**src/rtl/chaos_pkg.sv**
```systemverilog
// rtl/chaos_pkg.sv - shared chaos cipher constants, FSM states and keystream helpers
package chaos_pkg;

  localparam int          Q16_W        = 16;
  localparam logic [15:0] SALT_DEFAULT = 16'h5A5A;
  localparam logic [7:0]  ZERO_PAD     = 8'hA5;

  typedef enum logic [2:0] {
    ST_IDLE,
    ST_SEED,
    ST_RUN,
    ST_DRAIN,
    ST_DONE
  } state_e;

  // Keystream byte folded out of the Q16 map state.
  function automatic logic [7:0] ks_of(input logic [Q16_W-1:0] x);
    return x[15:8] ^ x[7:0];
  endfunction

  // One step of the Q16 logistic map with r=4: x*(1-x)*4 in Q16 is x*(2^16-x) >> 14.
  // The top of the range saturates; a collapse to zero is re-seeded from the key.
  function automatic logic [Q16_W-1:0] map_next(input logic [Q16_W-1:0] x,
                                                input logic [7:0]       key_k);
    logic [32:0] xa;
    logic [32:0] xb;
    logic [32:0] t;
    xa = {17'd0, x};
    xb = 33'h1_0000 - xa;
    t  = (xa * xb) >> 14;
    if (t >= 33'h1_0000) begin
      return 16'hFFFF;
    end else if (t[15:0] == 16'h0000) begin
      return {key_k, ZERO_PAD};
    end else begin
      return t[15:0];
    end
  endfunction

endpackage

```
**src/rtl/chaos_encrypt_stream_keystream.sv**
```systemverilog
// rtl/chaos_encrypt_stream_keystream.sv - chaotic map state register producing the keystream byte
// Ports: seed_load loads seed (zero replaced by 1), step advances the map,
// key_k feeds the zero-collapse guard, ks is the current keystream byte.
module chaos_keystream
  import chaos_pkg::*;
(
  input  logic        clk,
  input  logic        rst_n,
  input  logic        seed_load,
  input  logic [15:0] seed,
  input  logic [7:0]  key_k,
  input  logic        step,
  output logic [7:0]  ks
);

  logic [15:0] x_q;
  logic [15:0] x_d;

  always_comb begin
    x_d = x_q;
    if (seed_load) begin
      // A zero seed would be a fixed point of the map.
      x_d = (seed == 16'h0000) ? 16'h0001 : seed;
    end else if (step) begin
      x_d = map_next(x_q, key_k);
    end
  end

  always_ff @(posedge clk or negedge rst_n) begin
    if (!rst_n) begin
      x_q <= 16'h0000;
    end else begin
      x_q <= x_d;
    end
  end

  assign ks = ks_of(x_q);

endmodule

```
**src/rtl/chaos_encrypt_stream.sv**
```systemverilog
// rtl/chaos_encrypt_stream.sv - streaming chaotic-keystream pixel encryptor with ciphertext chaining
// Ports: start/key_k/key_f begin a frame; s_valid/s_data/s_ready plaintext in;
// m_valid/m_data/m_last/m_ready ciphertext out; busy spans the frame, done pulses at its end.
module chaos_encrypt_stream
  import chaos_pkg::*;
#(
  parameter int          IMG_W = 256,
  parameter int          IMG_H = 256,
  parameter logic [15:0] SALT  = SALT_DEFAULT
) (
  input  logic       clk,
  input  logic       rst_n,
  input  logic       start,
  input  logic [7:0] key_k,
  input  logic [7:0] key_f,
  output logic       busy,
  input  logic       s_valid,
  input  logic [7:0] s_data,
  output logic       s_ready,
  output logic       m_valid,
  output logic [7:0] m_data,
  output logic       m_last,
  input  logic       m_ready,
  output logic       done
);

  localparam int CW = $clog2(IMG_W);
  localparam int RW = (IMG_H > 1) ? $clog2(IMG_H) : 1;

  state_e          state_q, state_d;
  logic [7:0]      kk_q, kf_q;
  logic [7:0]      c_prev_q;
  logic [CW-1:0]   col_q;
  logic [RW-1:0]   row_q;
  logic            m_valid_q;
  logic [7:0]      m_data_q;
  logic            m_last_q;

  logic            accept;
  logic            start_ok;
  logic            col_end;
  logic            last_pix;
  logic [7:0]      ks;
  logic [7:0]      cipher;

  assign start_ok = start && (state_q == ST_IDLE);
  assign accept   = s_valid && s_ready;
  assign col_end  = (col_q == CW'(IMG_W - 1));
  assign last_pix = col_end && (row_q == RW'(IMG_H - 1));
  assign cipher   = (s_data + ks) ^ c_prev_q;

  chaos_keystream u_keystream (
    .clk       (clk),
    .rst_n     (rst_n),
    .seed_load (state_q == ST_SEED),
    .seed      ({kk_q, kf_q} ^ SALT),
    .key_k     (kk_q),
    .step      (accept),
    .ks        (ks)
  );

  always_ff @(posedge clk or negedge rst_n) begin
    if (!rst_n) begin
      state_q <= ST_IDLE;
    end else begin
      state_q <= state_d;
    end
  end

  always_comb begin
    state_d = state_q;
    case (state_q)
      ST_IDLE:  if (start)                     state_d = ST_SEED;
      ST_SEED:                                 state_d = ST_RUN;
      ST_RUN:   if (accept && last_pix)        state_d = ST_DRAIN;
      ST_DRAIN: if (!m_valid_q || m_ready)     state_d = ST_DONE;
      ST_DONE:                                 state_d = ST_IDLE;
      default:                                 state_d = ST_IDLE;
    endcase
  end

  always_comb begin
    busy    = (state_q != ST_IDLE);
    done    = (state_q == ST_DONE);
    s_ready = (state_q == ST_RUN) && (!m_valid_q || m_ready);
  end

  // Keys are captured at start so later changes on the pins cannot disturb the frame.
  always_ff @(posedge clk or negedge rst_n) begin
    if (!rst_n) begin
      kk_q      <= 8'h00;
      kf_q      <= 8'h00;
      c_prev_q  <= 8'h00;
      col_q     <= '0;
      row_q     <= '0;
      m_valid_q <= 1'b0;
      m_data_q  <= 8'h00;
      m_last_q  <= 1'b0;
    end else begin
      if (start_ok) begin
        kk_q <= key_k;
        kf_q <= key_f;
      end
      if (state_q == ST_SEED) begin
        c_prev_q <= kf_q;
        col_q    <= '0;
        row_q    <= '0;
      end
      if (accept) begin
        c_prev_q  <= cipher;
        m_data_q  <= cipher;
        m_last_q  <= last_pix;
        m_valid_q <= 1'b1;
        if (col_end) begin
          col_q <= '0;
          if (!last_pix) row_q <= row_q + RW'(1);
        end else begin
          col_q <= col_q + CW'(1);
        end
      end else if (m_ready) begin
        m_valid_q <= 1'b0;
      end
    end
  end

  assign m_valid = m_valid_q;
  assign m_data  = m_data_q;
  assign m_last  = m_last_q;

endmodule

```
**config.mk**
```make
export PLATFORM = sky130hd
export DESIGN_NAME = chaos_encrypt_stream
export DESIGN_NICKNAME = d
export VERILOG_FILES = /design/src/rtl/chaos_pkg.sv /design/src/rtl/chaos_encrypt_stream_keystream.sv /design/src/rtl/chaos_encrypt_stream.sv
export SDC_FILE = /design/constraint.sdc
export NUM_CORES = 1
export LEC_CHECK = 0
export BUFFER_PORTS_ARGS = -buffer_cell sky130_fd_sc_hd__buf_2
export CELL_PAD_IN_SITES_DETAIL_PLACEMENT = 0
export CELL_PAD_IN_SITES_GLOBAL_PLACEMENT = 2
export CORE_ASPECT_RATIO = 0.6
export CORE_UTILIZATION = 42
export DETAILED_ROUTE_END_ITERATION = 8
export PLACE_DENSITY = 0.93
export SLEW_MARGIN = 10
export SYNTH_ARGS = -nofsm -noshare
export SYNTH_HDL_FRONTEND = slang
export SYNTH_SLANG_ARGS = --single-unit
```
**constraint.sdc**
```tcl
create_clock -name clk -period 10 [get_ports clk]
set_input_delay 3 -clock clk [delete_from_list [all_inputs] [get_ports clk]]
set_output_delay 3 -clock clk [all_outputs]
set_load 0.05 [all_outputs]
```
# Word-level counts from Yosys, hierarchy flattened
# Index checks and enable logic that the tools add are counted.
[word_totals]
regBits = 69
latchBits = 0
ram_bits = 0
rom_bits = 0
input_bits = 29
output_inout_bits = 13
word_cells = 62
n_memories = 0
[classes]
n_addsub = 4
multipliers = 1
div_mod_pow = 0
n_lt_le_gt_ge = 1
eq_ne = 9
n_shift = 0
muxes = 20
n_bitwise = 3
reduce_logical = 14
[ops]
columns = ["cell", "count"]
rows = [
  ["two-way mux 16 bit", 5],
  ["two-way mux 8 bit", 9],
  ["multiplier 16 x 33 -> 33 bit", 1],
  ["zero test 16 bit", 2],
  ["greater-or-equal comparator 19 x 17 -> 1 bit (second input constant)", 1],
  ["subtractor 17 x 16 -> 18 bit (first input constant)", 1],
  ["adder 8 x 1 -> 8 bit (second input constant)", 2],
  ["equality test 8 bit (second input constant)", 2],
  ["bitwise XOR 8 bit", 2],
  ["one-hot mux 3 bit (4 select lines)", 1],
  ["two-way mux 3 bit", 3],
  ["adder 8 bit", 1],
  ["inverter 8 bit", 1],
  ["equality test 3 x 2 -> 1 bit (second input constant)", 2],
  ["inequality test 2 bit (second input constant)", 3],
  ["logical AND 1 bit", 5],
  ["nonzero test 2 bit", 2],
  ["equality test 3 x 1 -> 1 bit (second input constant)", 1],
  ["equality test 3 bit (second input constant)", 1],
  ["zero test 3 bit", 1],
  ["AND reduction 3 bit", 1],
  ["nonzero test 3 bit", 1],
  ["two-way mux 1 bit", 2],
  ["zero test 1 bit", 1],
  ["logical OR 1 bit", 1],
]

# Logic depth before layout (Yosys ltp)
[depth]
ltp_word = 7
mapped_depth = 31
mapped_depth_nobuf = 29

# Cells and area by module
# A second synthesis with hierarchy kept.
[hier_totals]
cells_unflattened = 1534
hier_area_um2 = 13623.1
[by_module_without_submodules]
columns = ["module", "instances", "cells_each", "area_per_inst_um2"]
rows = [
  ["chaos_keystream", 1, 1241, 10776.6],
  ["chaos_encrypt_stream", 1, 293, 2846.5],
]

# Worst setup path before layout
# No wires, ideal clock.
[synth_timing]
kind = "flip-flop to flip-flop"
from = "reg u_keystream.x_q[0]"
to = "reg u_keystream.x_q[12]"
setup_time_ns = 0.135
t_arrival_ns = 7.539
t_required_ns = 9.865
slack_ns = 2.326
path_stages_with_launch = 29
path_buffers = 1
period_less_slack_ns = 7.674
path_cell_list = "dfrtp_1 clkinv_1 ha_1 nor3b_1 nor3b_1 nand2_1 nor2_1 ha_1 clkbuf_1 nand2b_1 fa_1 inv_1 fa_1 inv_1 fa_1 inv_1 fa_1 fa_1 fa_1 ha_1 a21oi_1 o21ai_1 a221o_1 or3_1 o211a_2 a211oi_1 nor3_4 a311oi_1 a211oi_2"
[synth_via]
elab_chain_cells = 7
word_cells_on_any_way = 8
cone_classes = "1 x add/sub; 1 x mul; 1 x order compare; 4 x mux; 1 x reduce/logical"
[synth_lines]
columns = ["element", "line_no", "text"]
rows = [
  ["start: declaration", "chaos_encrypt_stream_keystream.sv:16", "logic [15:0] x_q;"],
  ["start signal: assignment", "chaos_encrypt_stream_keystream.sv:31", "x_q <= 16'h0000;"],
  ["start signal: assignment", "chaos_encrypt_stream_keystream.sv:33", "x_q <= x_d;"],
  ["subtractor 17 x 16 -> 18 bit", "chaos_pkg.sv:29", "xb = 33'h1_0000 - xa;"],
  ["multiplier 16 x 33 -> 33 bit (*)", "chaos_pkg.sv:30", "t = (xa * xb) >> 14;"],
  ["parallel branches: the longest is 2 deep, another holds greater-or-equal comparator 19 x 17 -> 1 bit", "n/a", ""],
  ["two-way mux 16 bit (*)", "chaos_pkg.sv:31", "if (t >= 33'h1_0000) begin"],
  ["two-way mux 16 bit (*)", "chaos_encrypt_stream_keystream.sv:24", "end else if (step) begin"],
  ["two-way mux 16 bit (*)", "chaos_encrypt_stream_keystream.sv:21", "if (seed_load) begin"],
]
# Mark *: on every way between the ends. The select of a mux whose other input is x is not followed.
# A chain may end at the register's enable or synchronous reset.

# Worst setup path after layout
[layout_timing]
from = "reg u_keystream.x_q[1]"
to = "reg u_keystream.x_q[12]"
# Same word-level chain as after synthesis.

==> results.sh <==
export IMPL_dp_cells=1841
export IMPL_wl_um=35700
export IMPL_critPathCaptureType="flip-flop"
export IMPL_htreeDepth=3
export IMPL_overflow=0
export IMPL_yosys_area_share_simple_pct=20.0
export IMPL_ys_ff_latch=69
export IMPL_tightestPinTransition_ns=0.953
export IMPL_hold_violations=0
export IMPL_yosysTopAreaCellShare_pct=31.9
export IMPL_avgSynthCellArea_um2=9.18
export IMPL_yosys_mux_area_fraction_pct=1.88
export IMPL_holdCritPathClass="reg2reg"
export IMPL_drtIter0Drc=749
export IMPL_cts_sinks=69
export IMPL_die_area_um2=31800
export IMPL_synth_top_family_by_area="adder cells"
export IMPL_synth_common_cells="inv_1, fa_1, ha_1"
export IMPL_cts_clk_slew_worst_paths_ns=0.06
export IMPL_cts_root_buf="clkbuf_16"
export IMPL_slew_headroom_pct=36.5
export IMPL_port_buffers=41
export IMPL_tns_ns=0
export IMPL_slowest_stage="fa_1"
export IMPL_tritoncts="built"
export IMPL_synth_compound_area_share_pct=9.43
export IMPL_slew_violations=0
export IMPL_die_x_um=230
export IMPL_max_cap_violations=0
export IMPL_dp_hpwl_um=28300
export IMPL_antenna_found_initial=0
export IMPL_wire_per_inst_um=19.2
export IMPL_ff2ff_setup_slack_ns=0.71
export IMPL_status="finished, final reports clean"
export IMPL_drt_pass1_iter_count=5
export IMPL_clock_latency_ns=0.35
export IMPL_crit_arrival_ns=9.56
export IMPL_max_freq_mhz=108
export IMPL_grt_usage_pct=23.4
export IMPL_holdBufCountCts=0
export IMPL_rsz0062_at_grt="no"
export IMPL_gp_congestion=0.986
export IMPL_synth_most_common_cell="inv_1"
export IMPL_clockBufferDepth=2
export IMPL_vias=10000
export IMPL_synth_cell_types=71
export IMPL_min_period_over_period_pct=92.9
export IMPL_synth_xor_area_share_pct=2.75
export IMPL_rows=49
export IMPL_ys_top_cells_by_area="fa_1, dfrtp_1, ha_1"
export IMPL_ys_async_sr_fraction_pct=100
export IMPL_area_growth_pct=7.62
export IMPL_ys_flop_type="dfrtp_1"
export IMPL_drive_gt1_share_pct=7.72
export IMPL_synth_edf_count=0
export IMPL_yosysSeqAreaShare_pct=13.2
export IMPL_chipHeight_um=139
export IMPL_period_needed_ns=9.29
export IMPL_viasPerCell=5.38
export IMPL_cp_required_ns=10.27
export IMPL_synth_warnings=0
export IMPL_synthAdderAreaFrac_pct=44.3
export IMPL_path_max_fanout=14
export IMPL_critPathKind="reg2reg"
export IMPL_synth_area_um2=13100
export IMPL_grt_pass1_wl_um=57400
export IMPL_final_cells=1859
export IMPL_finalClockSkew_ns=0.0124
export IMPL_grt_start_max_net_pins=70
export IMPL_crit_path_frequent_cell="fa_1"
export IMPL_synthCells=1423
export IMPL_io_pins=42
export IMPL_core_um2=30300
export IMPL_antenna_left=0
export IMPL_antennaDiodeCount=0
export IMPL_setup_viol=0
export IMPL_post_route_drc_count=0
export IMPL_cts_buffers=9
export IMPL_grt_pass1_vias=10000
export IMPL_max_stage_delay_ns=0.59
export IMPL_yosysTopAreaCell="fa_1"
export IMPL_worstSetupStartpointType="flip-flop"
export IMPL_nets=1813
export IMPL_initial_core_util_pct=43.1
[state kept, by name (all words and copies together), names as in the netlist]
register	cells
state_q	3
row_q	8
m_data	8
m_valid	1
kk_q	8
u_keystream.x_q	16
kf_q	8
c_prev_q	8
col_q	8
m_last	1
[repair_timing]
| action | CTS | global route |
|---|---|---|
| gates resized for setup | 0 | 1 |
| endpoints found under the setup margin | 0 | 1 |
| setup buffers | 0 | 2 |
[layout make-up]
type,count,area (µm²)
timing repair buffer,65,385
inverter,222,833
clock inverter,6,70.1
tap,408,510
fill,2964,16200
sequential,69,1730
multi-input combinational,1079,10300
clock buffer,10,229
[cell families after synthesis]
kind of cell,count (synthesis)
compound gates,197
buf+inv,287
simple gates,467
other cells,2
fa+ha+maj,338
xor+xnor,41
mux,22
flops,69
[worst paths after layout]
path | start | endpoint | cells after the start
max | u_keystream.x_q[1]$_DFFE_PN0P_ | u_keystream.x_q[12]$_DFFE_PN0P_ | 28
min | m_data[6]$_DFFE_PN0P_ | m_data[6]$_DFFE_PN0P_ | 2
max reg2reg | u_keystream.x_q[1]$_DFFE_PN0P_ | u_keystream.x_q[12]$_DFFE_PN0P_ | 28
min reg2reg | m_data[6]$_DFFE_PN0P_ | m_data[6]$_DFFE_PN0P_ | 2
max in group asynchronous | rst_n | m_data[2]$_DFFE_PN0P_ | 2
min in group asynchronous | rst_n | row_q[6]$_DFF_PN0_ | 2
[metrics by stage]
stage | cell area [µm²] | hold slack [ns] | setup WS [ns] | util, %
final | 14100 | 0.472 | 0.712 | 46.4
after global routing | 14100 | 0.499 | 0.122 | 46.4
after CTS | 14000 | 0.478 | 0.501 | 46.3
after detailed placement | 13700 | 0.465 | 0.535 | 45.4
after global placement | 13700 | 0.460 | 0.677 | 45.4
after floorplan | 13100 | 0.456 | 2.33 | -
[metal layers]
metal	GRT usage [%]	share of wire, %
met5	0	0
met4	2.95	0.56
met3	5.22	6.9
met2	31.1	39
met1	38.5	53
[placed cells by master, fill, tap and decap left out, types with 4 or more instances in the layout]
cell type  instances
o31ai_1            5
conb_1            14
inv_1            221
buf_4             24
nand2_1           71
dfrtp_1           69
xnor2_1           26
a21o_1             9
nand3_1           25
nor3b_1            7
nand4_1           14
or3_1              5
o211ai_1           6
a311oi_1           4
xor2_1            15
a21oi_1           52
o22ai_1            7
and2_1            25
nor3_1            16
and3_1             7
nand2b_1          92
mux2_2            17
nor2b_1          116
mux2i_1            4
ha_1             130
clkbuf_16          9
a211oi_1           7
o21a_1             7
fa_1             208
o21ai_0           54
o21ai_1           13
buf_2             41
nor2_1            66
[worst max-delay path: cells and delay by family, from the launching register on]
kind | cells | cell delay [ns]
adder cells (fa/ha/maj) | 9 | 4.05
flip-flops | 1 | 0.37
AND/OR/NAND/NOR | 8 | 2.66
XOR/XNOR | 1 | 0.19
buffers and inverters | 5 | 0.69
AO/OA/AOI/OAI | 5 | 1.23
Power is left out: the tool's default activity adds up to more than one toggle a clock period on the data nets, which glitch-free logic cannot reach.
